<file path="config.mk">
export PLATFORM = sky130hd
export DESIGN_NAME = sel4_rr_arbiter_flat
export DESIGN_NICKNAME = d
export VERILOG_FILES = /design/src/rtl/sel4_rr_arbiter_pkg.sv /design/src/rtl/sel4_rr_arbiter_if.sv /design/src/rtl/sel4_rr_arbiter_rr_pick4.sv /design/src/rtl/sel4_rr_arbiter.sv /design/src/flat_wrapper.sv
export SDC_FILE = /design/constraint.sdc
export NUM_CORES = 1
export LEC_CHECK = 0
export ABC_AREA = 1
export CORE_MARGIN = 5
export CORE_UTILIZATION = 24
export CTS_CLUSTER_SIZE = 20
export DETAILED_ROUTE_END_ITERATION = 10
export HOLD_SLACK_MARGIN = 0.03
export PLACE_DENSITY_LB_ADDON = 0.3
export REMOVE_ABC_BUFFERS = 1
export SKIP_CTS_REPAIR_TIMING = 1
export SYNTH_ARGS = -nofsm -noshare
export SYNTH_HDL_FRONTEND = slang
export SYNTH_SLANG_ARGS = --single-unit
</file>
<file path="constraint.sdc">
create_clock -name clk -period 3.29 [get_ports clk]
set_input_delay 0.658 -clock clk [delete_from_list [all_inputs] [get_ports clk]]
set_output_delay 0.658 -clock clk [all_outputs]
set_load 0.01 [all_outputs]
</file>
<file path="src/rtl/sel4_rr_arbiter_pkg.sv">
// Shared types and constants for the 4-way round-robin selector arbiter.
package sel4_arb_pkg;

  typedef enum logic {
    IDLE  = 1'b0,
    GRANT = 1'b1
  } state_t;

  localparam int HOLD_W = 4;
  localparam int N_REQ  = 4;

  // One-hot grant vector for a 2-bit requester index.
  function automatic logic [N_REQ-1:0] onehot4(input logic [1:0] idx);
    logic [N_REQ-1:0] v;
    v      = 4'b0000;
    v[idx] = 1'b1;
    return v;
  endfunction

endpackage

</file>
<file path="src/rtl/sel4_rr_arbiter_if.sv">
// Request/grant bundle between the four requesters and the arbiter.
interface sel4_rr_arbiter_if;
  import sel4_arb_pkg::*;

  logic [N_REQ-1:0] req;
  logic [N_REQ-1:0] gnt;
  logic [1:0]       sel;
  logic             busy;

  modport master (output req, input gnt, input sel, input busy);
  modport slave  (input req, output gnt, output sel, output busy);

endinterface

</file>
<file path="src/rtl/sel4_rr_arbiter_rr_pick4.sv">
// Combinational rotating-priority picker: first set request at or after ptr, wrapping.
module rr_pick4
  import sel4_arb_pkg::*;
(
  input  logic [N_REQ-1:0] req,
  input  logic [1:0]       ptr,
  output logic [1:0]       idx,
  output logic             found
);

  logic [1:0] cand_s;

  // Scan four positions starting at ptr; the earliest hit in scan order wins.
  always_comb begin
    idx    = 2'd0;
    found  = 1'b0;
    cand_s = 2'd0;
    for (int i = 0; i < N_REQ; i++) begin
      cand_s = ptr + 2'(i);
      if (!found && req[cand_s]) begin
        found = 1'b1;
        idx   = cand_s;
      end else begin
        found = found;
      end
    end
  end

endmodule

</file>
<file path="src/rtl/sel4_rr_arbiter.sv">
// Round-robin arbiter for a shared 4:1 selector with a bounded tenure per grant.
module sel4_rr_arbiter
  import sel4_arb_pkg::*;
#(
  parameter int HOLD_MAX = 4
) (
  input  logic              clk,
  input  logic              rst,
  sel4_rr_arbiter_if.slave  bus
);

  localparam logic [HOLD_W-1:0] HOLD_LIM = HOLD_W'(HOLD_MAX);

  state_t            state_r, state_nxt_s;
  logic [1:0]        ptr_r, ptr_nxt_s;
  logic [HOLD_W-1:0] hold_cnt_r, hold_nxt_s;
  logic [N_REQ-1:0]  gnt_r, gnt_nxt_s;
  logic [1:0]        sel_r, sel_nxt_s;
  logic              busy_r, busy_nxt_s;
  logic [1:0]        pick_idx_s;
  logic              pick_found_s;
  logic              keep_s;

  // In GRANT ptr_r already equals owner+1, so the owner is scanned last.
  rr_pick4 u_pick (
    .req   (bus.req),
    .ptr   (ptr_r),
    .idx   (pick_idx_s),
    .found (pick_found_s)
  );

  // Next-state and next-output logic for the two-state grant FSM.
  always_comb begin
    state_nxt_s = state_r;
    ptr_nxt_s   = ptr_r;
    hold_nxt_s  = hold_cnt_r;
    gnt_nxt_s   = gnt_r;
    sel_nxt_s   = sel_r;
    busy_nxt_s  = busy_r;
    keep_s      = bus.req[sel_r] && (hold_cnt_r < HOLD_LIM);
    case (state_r)
      IDLE: begin
        if (pick_found_s) begin
          state_nxt_s = GRANT;
          gnt_nxt_s   = onehot4(pick_idx_s);
          sel_nxt_s   = pick_idx_s;
          busy_nxt_s  = 1'b1;
          hold_nxt_s  = HOLD_W'(1);
          ptr_nxt_s   = pick_idx_s + 2'd1;
        end else begin
          gnt_nxt_s  = 4'b0000;
          busy_nxt_s = 1'b0;
        end
      end
      GRANT: begin
        if (keep_s) begin
          hold_nxt_s = hold_cnt_r + HOLD_W'(1);
        end else if (pick_found_s) begin
          gnt_nxt_s  = onehot4(pick_idx_s);
          sel_nxt_s  = pick_idx_s;
          busy_nxt_s = 1'b1;
          hold_nxt_s = HOLD_W'(1);
          ptr_nxt_s  = pick_idx_s + 2'd1;
        end else begin
          state_nxt_s = IDLE;
          gnt_nxt_s   = 4'b0000;
          busy_nxt_s  = 1'b0;
        end
      end
      default: begin
        state_nxt_s = IDLE;
        gnt_nxt_s   = 4'b0000;
        busy_nxt_s  = 1'b0;
      end
    endcase
  end

  // State, pointer, counter and registered outputs.
  always_ff @(posedge clk or posedge rst) begin
    if (rst) begin
      state_r    <= IDLE;
      ptr_r      <= 2'd0;
      hold_cnt_r <= 4'd0;
      gnt_r      <= 4'b0000;
      sel_r      <= 2'd0;
      busy_r     <= 1'b0;
    end else begin
      state_r    <= state_nxt_s;
      ptr_r      <= ptr_nxt_s;
      hold_cnt_r <= hold_nxt_s;
      gnt_r      <= gnt_nxt_s;
      sel_r      <= sel_nxt_s;
      busy_r     <= busy_nxt_s;
    end
  end

  assign bus.gnt  = gnt_r;
  assign bus.sel  = sel_r;
  assign bus.busy = busy_r;

endmodule

</file>
<file path="src/flat_wrapper.sv">
// flat-port wrapper written by rule: the top's interface ports become plain ports
module sel4_rr_arbiter_flat import sel4_arb_pkg::*;
#(
  parameter int HOLD_MAX = 4
)
  (clk, rst, bus_req, bus_gnt, bus_sel, bus_busy);
  sel4_rr_arbiter_if bus_i ();
  input  logic clk;
  input  logic rst;
  input wire logic [$bits(bus_i.req)-1:0] bus_req;
  output wire logic [$bits(bus_i.gnt)-1:0] bus_gnt;
  output wire logic [$bits(bus_i.sel)-1:0] bus_sel;
  output wire logic [$bits(bus_i.busy)-1:0] bus_busy;
  assign bus_i.req = bus_req;
  assign bus_gnt = bus_i.gnt;
  assign bus_sel = bus_i.sel;
  assign bus_busy = bus_i.busy;
  sel4_rr_arbiter #(.HOLD_MAX(HOLD_MAX)) u_core (.clk(clk), .rst(rst), .bus(bus_i));
endmodule
</file>
==> results.toml, run 1 <==
[outcome]
status = "finished, final reports clean"

[timing]
rsz0062_at_grt = "false"
timing.final.crit_share = 0.708
fin_tns_setup_ns = 0
slew_headroom = 0.658
finalHoldViolations = 0
fin_skew_ns = 0.00219
hold_slack_ns = 0.478
min_period_ns = 2.33
setup_viol = 0
worstMarginPinSlew_ns = 0.513
final_max_slew_viol_count = 0
clock.fmax_mhz = 429
finalWorstSetupSlack_ns = 0.961

[yosys]
syn_area_um2 = 920
ys.flop_type = "dfrtp_1"
synthCells = 126
yosysWarnings = 0
yosys.area.top_type_share = 0.381
avgSynthCellArea_um2 = 7.30
synth_edf_count = 0
ys_async_sr_fraction = 1.00
yosysMostFrequentCell = "nand2_1"
yosysTopAreaCell = "dfrtp_1"
ys_seq_area_frac = 0.381
synthTopCellsByArea = "dfrtp_1 (38%), nand2_1 (22%), inv_1 (6.9%), ha_1 (6.8%), nand3_1 (6.0%)"
synth_common_cells = "nand2_1 (54), inv_1 (17), dfrtp_1 (14)"
yosysUniqueCellTypes = 17
ys_seq_elements = 14

[floorplanning]
core_mm2 = 0.00369
start_util = 0.249
io_pins = 13
die_x_um = 71.9
die_h_um = 71.9
die_area_mm2 = 0.00517
row_count = 22

[drt]
firstDrtPassIters = 4
totalWireLength_um = 1840
num_vias = 783
drt_iter0_markers = 24
avgRoutedWirePerCell_um = 9.75
via_per_inst = 4.14
drc = 0
ant_nets = 0

[global_routing]
track_usage = 0.0793
grt_max_degree = 15
overflow = 0
grt_pass1_vias = 763
grt_pass1_wl_um = 3270
antenna_found_initial = 0

[finish]
fillers = 415
instances_no_fill = 189
fin_util = 0.310
drive_above_1_share = 0.113
syn_to_final_growth_pct = 24.4
antenna_cells = 0
fin_nets = 153

[worst_setup_path]
crit_chain = "clkdlybuf4s50_1 -> inv_1 -> nand2_2 -> nand3_1 -> nand2_2 -> nor2_8 -> nand3_4 -> nand2_1 -> inv_1 -> ha_1 -> nand2_1 -> o21ai_1"
cp.arrival_ns = 2.46
path_delay_family = "simple AND/OR/NAND/NOR gates"
end_kind = "flop"
worst_path_max_delay_cell = "clkdlybuf4s50_1"
reg2regPathDepth = 12
path_class = "in -> reg"
cp-startpoint = "bus_req[1]"
critical_path_buf_inv_count = 3
max_stage_delay_ns = 0.44
cp_data_required_time_ns = 3.42
cp-start-kind = "primary input"
worstPathMaxFanout = 8
cp.depth = 12
r2r-start = "u_core.ptr_r[0]"

[min_path]
min_from = "u_core.hold_cnt_r[1]"
worstHoldPathCells = 2
hp-class = "reg -> reg"

[cts]
clk_path_buf_depth = 2
clkTransAtPathRegs_ns = 0.06
cts-buffers-inserted = 3
insertion_delay_ns = 0.24
cts.sinks = 14
htree_num_levels = 1
cts_root_buffer = "clkbuf_8"
tritoncts = "built"

[power]
ir_worst_vdd_v = 0.000428
p_leak_nw = 0.614
power.density_mw_per_mm2 = 1140

[placed_design]
place_congestion = 0.747
post-place-ws_ns = 0.687
portBuffers = 12
dp_hpwl_um = 1460
place_inst = 185

[job]
drv_cap = 0
## area by class of cell
class                           instances  area (um^2)  share of cell area
Tap cell                               48         60.1              0.0525
Clock buffer                            4         55.1              0.0481
Multi-Input combinational cell         92          487               0.426
Sequential cell                        14          350               0.306
Timing Repair Buffer                   12          120               0.105
Inverter                               19         71.3              0.0624
## per-layer routing
layer / up-vias / share of wire / track usage
li1: 420 / - / -
met1: 342 / 0.51 / 0.105
met2: 17 / 0.44 / 0.121
met3: 4 / 0.036 / 0.0180
met4: 0 / 0.016 / 0.0376
met5: - / 0 / 0
## cells by family (layout without fill, tap and decap cells)
group,Yosys count,in the layout,share of synthesized area
simple gates,78,78,0.407
flops,14,14,0.381
fa+ha+maj,5,5,0.0680
compound gates,9,9,0.0544
buf+inv,20,35,0.0898
## flip-flops by register name (all words and copies together) (netlist names)
register           count
u_core.bus.gnt         4
u_core.bus.sel         2
u_core.hold_cnt_r      4
u_core.bus.busy        1
u_core.state_r         1
u_core.ptr_r           2
## worst reg2reg max path, cell delays in order (launching register included)
cell and delay (ns):
dfrtp_1 0.57, inv_1 0.23, nand2_1 0.10, nand2_1 0.12
nand2_4 0.12, nand2_4 0.07, nor2_8 0.11, nand3_4 0.14
nand2_1 0.18, inv_1 0.08, ha_1 0.29, nand2_1 0.07
o21ai_1 0.05
## power breakdown
| group | leakage, nW | internal [mW] | total [mW] | switching (mW) |
|---|---|---|---|---|
| Clock | 0.0288 | 0.106 | 0.163 | 0.0571 |
| Combinational | 0.415 | 0.305 | 0.831 | 0.526 |
| Sequential | 0.171 | 0.249 | 0.315 | 0.0662 |
| Total | 0.614 | 0.660 | 1.31 | 0.649 |
## layout by cell type, fill, tap and decap left out
cell type / instances
nand2_1: 54
nand3_1: 11
nor2_8: 1
nor2_1: 2
nand4_1: 1
o21a_1: 1
o21ai_1: 2
inv_1: 17
clkdlybuf4s50_1: 12
nand2_2: 5
clkbuf_8: 4
ha_1: 5
o21ai_0: 5
dfrtp_1: 14
nand3_4: 1
inv_2: 2
nand2_4: 3
o211ai_1: 1
## metrics by stage
| stage | total power [mW] | cell area, um^2 |
|---|---|---|
| 5_1_grt | 1.48 | 1140 |
| 3_5_place_dp | 1.16 | 1090 |
| 2_1_floorplan | 0.945 | 908 |
| 3_3_place_gp | 1.14 | 1090 |
| 6_report | 1.31 | 1140 |
| 4_1_cts | 1.33 | 1140 |
## path summary, 6_finish.rpt
check / endpoint / slack [ns]
setup / recovery: u_core.ptr_r[1] / 0.96
hold reg to reg: u_core.hold_cnt_r[1] / 0.48
setup reg to reg: u_core.ptr_r[1] / 1.05
max in group asynchronous: u_core.bus.sel[1] / 2.20
hold / removal: u_core.hold_cnt_r[1] / 0.48
min in group asynchronous: u_core.bus.gnt[0] / 0.74
No activity file was read; power rests on OpenSTA's default activity.
==> run 2, diff against run 1 <==
==> constraint.sdc (replaced) <==
create_clock -name clk -period 2.1 [get_ports clk]
set_input_delay 0.42 -clock clk [delete_from_list [all_inputs] [get_ports clk]]
set_output_delay 0.42 -clock clk [all_outputs]
set_load 0.01 [all_outputs]
==> run 2 against run 1 <==
Against the previous run: combinational power grew 91%; sequential cell count stayed put; sequential power increased by 49%; non-clock buffer count is 13 higher; global-route usage up 0.24 points; wire length grew 6.8%; first-iteration DRC count rose to 2.8 times the previous value; total power up 77%; final cell count increased by 6.9%; utilization grew 3.3 points; die area unchanged; clock skew increased by 0.00061 ns; largest cell class unchanged.
==> results.toml, run 2 (synthesized netlist as in run 1, its figures left out) <==
[outcome]
status = "finished, final reports clean"

[finish]
syn_to_final_growth_pct = 37.4
layout_common_cells = "nand2_1 (51), inv_1 (17), dfrtp_1 (14)"
fin_util = 0.343
antenna_cells = 0
fin_nets = 166
instances_no_fill = 202
drive_above_1_share = 0.221
final_common_cell = "nand2_1"
fillers = 394
finish.instance_area_mm2 = 0.00126

[drt]
drt_iter0_markers = 67
routed.top_layer = "met4"
drc = 0
ant_nets = 0
dr_wl_met3_um = 81
firstDrtPassIters = 2
avgRoutedWirePerCell_um = 9.74
wl_met1_um = 932
totalWireLength_um = 1970
num_vias = 835
via_per_inst = 4.13
routed-wl-met2_um = 924

[floorplanning]
die_area_mm2 = 0.00517
die_h_um = 71.9
die_x_um = 71.9
core_mm2 = 0.00369
io_pins = 13
start_util = 0.249
row_count = 22

[global_routing]
grt_max_degree = 15
grt_pass1_vias = 832
antenna_found_initial = 0
track_usage = 0.0818
overflow = 0
grt_pass1_wl_um = 3430

[worst_setup_path]
worstPathMaxFanout = 4
cp-start-kind = "primary input"
end_kind = "flop"
cp_data_required_time_ns = 2.23
path_class = "in -> reg"
cp.arrival_ns = 2.13

[placed_design]
place_inst = 198
portBuffers = 12
dpl_cell_area_mm2 = 0.00119
post-place-ws_ns = -0.187
dp_hpwl_um = 1580
place_congestion = 0.752

[power]
swShare = 0.468
power_mw = 2.32
power.density_mw_per_mm2 = 1840
power_frac_comb = 0.688
ir_worst_vdd_v = 0.000650
p_leak_nw = 0.698
intPower_mw = 1.23
netSwitchingPower_mw = 1.08
clkPwrFrac = 0.110
pwr-share-seq = 0.202

[timing]
setup_viol = 0
worstMarginPinSlew_ns = 0.512
fin_tns_setup_ns = 0
slew_headroom = 0.659
timing.final.crit_share = 0.952
finalHoldViolations = 0
clock.fmax_mhz = 500
finalWorstSetupSlack_ns = 0.101
final_max_slew_viol_count = 0
fin_skew_ns = 0.00280
hold_slack_ns = 0.474
min_period_ns = 2.00

[cts]
htree_num_levels = 1
cts_root_buffer = "clkbuf_8"
cts.sinks = 14
cts-buffers-inserted = 3
clkTransAtPathRegs_ns = 0.06
clk_path_buf_depth = 2
insertion_delay_ns = 0.24
tritoncts = "built"

[job]
drv_cap = 0

[min_path]
hp-class = "reg -> reg"
run 2: cell count changes in the layout (fill, tap and decap cells not counted), sizes merged:
cell / change
buf: +13
clkdlybuf4s50: -2
dlymetal6s2s: +2
run 2: final cells by class:
cell class,instances,area (um^2),area share
multi-input combinational,92,504,0.399
inverter,19,71.3,0.0564
sequential,14,350,0.277
timing repair buffer,25,223,0.176
clock buffer,4,55.1,0.0436
tap,48,60.1,0.0475
run 2: final timing paths:
check,depth (start not counted),slack [ns],to,start
min in group asynchronous,2,0.50,u_core.bus.gnt[0],rst
worst min register to register,2,0.47,u_core.hold_cnt_r[1],u_core.hold_cnt_r[1]
worst max-delay path,12,0.10,u_core.ptr_r[1],bus_req[1]
worst max register to register,11,0.21,u_core.ptr_r[1],u_core.ptr_r[0]
worst min-delay path,2,0.47,u_core.hold_cnt_r[1],u_core.hold_cnt_r[1]
max in group asynchronous,2,1.25,u_core.bus.sel[0],rst
run 2: metal layers:
metal	vias up	GRT usage
met5	-	0
met4	0	0.0397
met3	4	0.0235
met2	11	0.126
met1	378	0.105
li1	442	-
run 2: power by group through the flow:
| stage | Clock (mW) | Combinational [mW] | Sequential [mW] |
|---|---|---|---|
| 4_1_cts | 0.267 | 1.60 | 0.468 |
| 3_3_place_gp | 0 | 1.57 | 0.465 |
| 3_5_place_dp | 0 | 1.59 | 0.470 |
| 6_report | 0.256 | 1.59 | 0.468 |
| 2_1_floorplan | 0 | 0.984 | 0.497 |
| 5_1_grt | 0.280 | 1.81 | 0.485 |
run 2: critical path, stage by stage:
cell,delay (ns)
clkdlybuf4s50_1,0.45
inv_1,0.11
nand2_2,0.06
nand3_1,0.12
nand2_2,0.11
nor2_8,0.15
nand4_1,0.14
nand2_1,0.13
inv_1,0.07
ha_1,0.26
nand2_1,0.06
o21ai_1,0.06
==> run 3, diff against run 2 <==
--- a/config.mk
+++ b/config.mk
@@ -11,7 +11,7 @@
 export CTS_CLUSTER_SIZE = 20
 export DETAILED_ROUTE_END_ITERATION = 10
 export HOLD_SLACK_MARGIN = 0.03
-export PLACE_DENSITY_LB_ADDON = 0.3
+export PLACE_DENSITY_LB_ADDON = 0.08
 export REMOVE_ABC_BUFFERS = 1
 export SKIP_CTS_REPAIR_TIMING = 1
 export SYNTH_ARGS = -nofsm -noshare
==> constraint.sdc (replaced) <==
create_clock -name clk -period 2.1 [get_ports clk]
set_input_delay 0.21 -clock clk [delete_from_list [all_inputs] [get_ports clk]]
set_output_delay 0.21 -clock clk [all_outputs]
set_load 0.01 [all_outputs]
==> run 3 against run 2 <==
Against the previous run: global-route usage grew 0.33 points; final cell count shrank 5.4%; utilization is 2.8 points lower; largest power group unchanged.
==> results.toml, run 3 (synthesized netlist as in run 1, its figures left out) <==
[finish]
antenna_cells = 0
layout_common_cells = "nand2_1 (53), inv_1 (16), dfrtp_1 (14)"
fillers = 419
regArea_um2 = 350
syn_to_final_growth_pct = 26.3
drive_above_1_share = 0.140
multi_input_area_um2 = 489
final_common_cell = "nand2_1"
fin_util = 0.315
fin_nets = 155

[floorplanning]
die_x_um = 71.9
die_h_um = 71.9
start_util = 0.249
die_area_mm2 = 0.00517
core_mm2 = 0.00369
row_count = 22
io_pins = 13

[min_path]
hp-class = "in -> async"

[drt]
via_per_inst = 4.19
totalWireLength_um = 2000
drt_iter0_markers = 40
ant_nets = 0
avgRoutedWirePerCell_um = 10.5
drc = 0
num_vias = 801
firstDrtPassIters = 4

[job]
drv_cap = 0

[timing]
finalHoldViolations = 0
setup_viol = 0
final_max_slew_viol_count = 0
min_period_ns = 1.93
timing.final.crit_share = 0.919
clock.fmax_mhz = 518
fin_skew_ns = 0.00461
slew_headroom = 0.640
worstMarginPinSlew_ns = 0.539
fin_tns_setup_ns = 0
rsz0062_at_grt = "false"

[cts]
cts_root_buffer = "clkbuf_8"
htree_num_levels = 1
clk_path_buf_depth = 2
cts-buffers-inserted = 3
clkTransAtPathRegs_ns = 0.06
cts.sinks = 14
insertion_delay_ns = 0.24
tritoncts = "built"

[worst_setup_path]
crit_chain = "buf_4 -> o21ai_0 -> nand2_1 -> o21ai_1 -> nand3_4 -> nand2_1 -> inv_1 -> ha_1 -> nand2_1 -> o21ai_1"
crit_path_frequent_cell = "nand2_1"
path_class = "reg -> reg"
r2r-start = "u_core.ptr_r[0]"
end_kind = "flop"
reg2regPathDepth = 10
reg2reg_to = "u_core.ptr_r[1]"
ff2ff_setup_slack_ns = 0.17
max_stage_delay_ns = 0.38
cp-start-kind = "flop"
cp_data_required_time_ns = 2.23
cp.arrival_ns = 2.06
worst_path_max_delay_cell = "dfrtp_1"
worstPathMaxFanout = 10

[power]
ir_worst_vdd_v = 0.000504
p_leak_nw = 0.622
power.density_mw_per_mm2 = 1810
power_mw = 2.10

[placed_design]
place_congestion = 0.878
portBuffers = 12
dp_hpwl_um = 1580

[global_routing]
grt_max_degree = 15
overflow = 0
track_usage = 0.0851
grt_pass1_vias = 783
antenna_found_initial = 0
grt_pass1_wl_um = 3500

[outcome]
status = "finished, final reports clean"
-- run 3: changes by cell type in the layout (fill, tap and decap cells not counted), moves of 2 or more --
| cell | before | now |
|---|---|---|
| nand2_1 | 51 | 53 |
| nand2_2 | 8 | 6 |
| nand3_1 | 9 | 11 |
| buf_4 | 13 | 2 |
| nand3_2 | 2 | 0 |
| dlymetal6s2s_1 | 2 | 0 |
| clkdlybuf4s50_1 | 10 | 12 |
-- run 3: how the worst max path moves through the flow --
stage,startpoint,cells after the start,slack [ns],to
global placement,bus_req[3],13,0.04,u_core.ptr_r[1]
finish,u_core.ptr_r[0],10,0.17,u_core.ptr_r[1]
floorplan,u_core.ptr_r[0],12,0.22,u_core.ptr_r[1]
CTS,u_core.ptr_r[0],13,0.19,u_core.ptr_r[1]
detailed placement,bus_req[3],13,0.03,u_core.ptr_r[1]
global route,u_core.ptr_r[0],12,0.008,u_core.ptr_r[1]
-- run 3: per-layer routing --
| layer | global-route usage | part of all wire |
|---|---|---|
| met3 | 0.0305 | 0.050 |
| met2 | 0.133 | 0.45 |
| met5 | 0 | 0 |
| met1 | 0.116 | 0.50 |
| met4 | 0.0125 | 0.0050 |
-- run 3: area by class of cell --
cell class,count,area share
timing repair buffer,14,0.116
sequential,14,0.302
tap,48,0.0517
clock buffer,4,0.0474
multi-input combinational,92,0.421
inverter,19,0.0614
-- run 3: power breakdown --
part	switching, mW	internal [mW]
registers	0.0749	0.391
logic	0.878	0.507
clock network	0.0870	0.166
total	1.04	1.06
-- run 3: worst max-delay path: cells and delay by family, from the launching register on --
kind	cells	cell delay, ns
compound gates	3	0.49
simple gates	4	0.37
buf+inv	2	0.27
fa+ha+maj	1	0.29
flops	1	0.38
-- run 3: metrics by stage --
| stage | area, um^2 | worst slack (ns) | hold WS [ns] | cells |
|---|---|---|---|---|
| 6_report | 1160 | 0.171 | 0.313 | 191 |
| 3_5_place_dp | 1100 | 0.0257 | 0.465 | 187 |
| 3_3_place_gp | 1100 | 0.0434 | 0.464 | 187 |
| 2_1_floorplan | 908 | 0.219 | 0.0992 | 125 |
| 5_1_grt | 1160 | 0.00761 | 0.382 | 191 |
| 4_1_cts | 1160 | 0.185 | 0.339 | 191 |
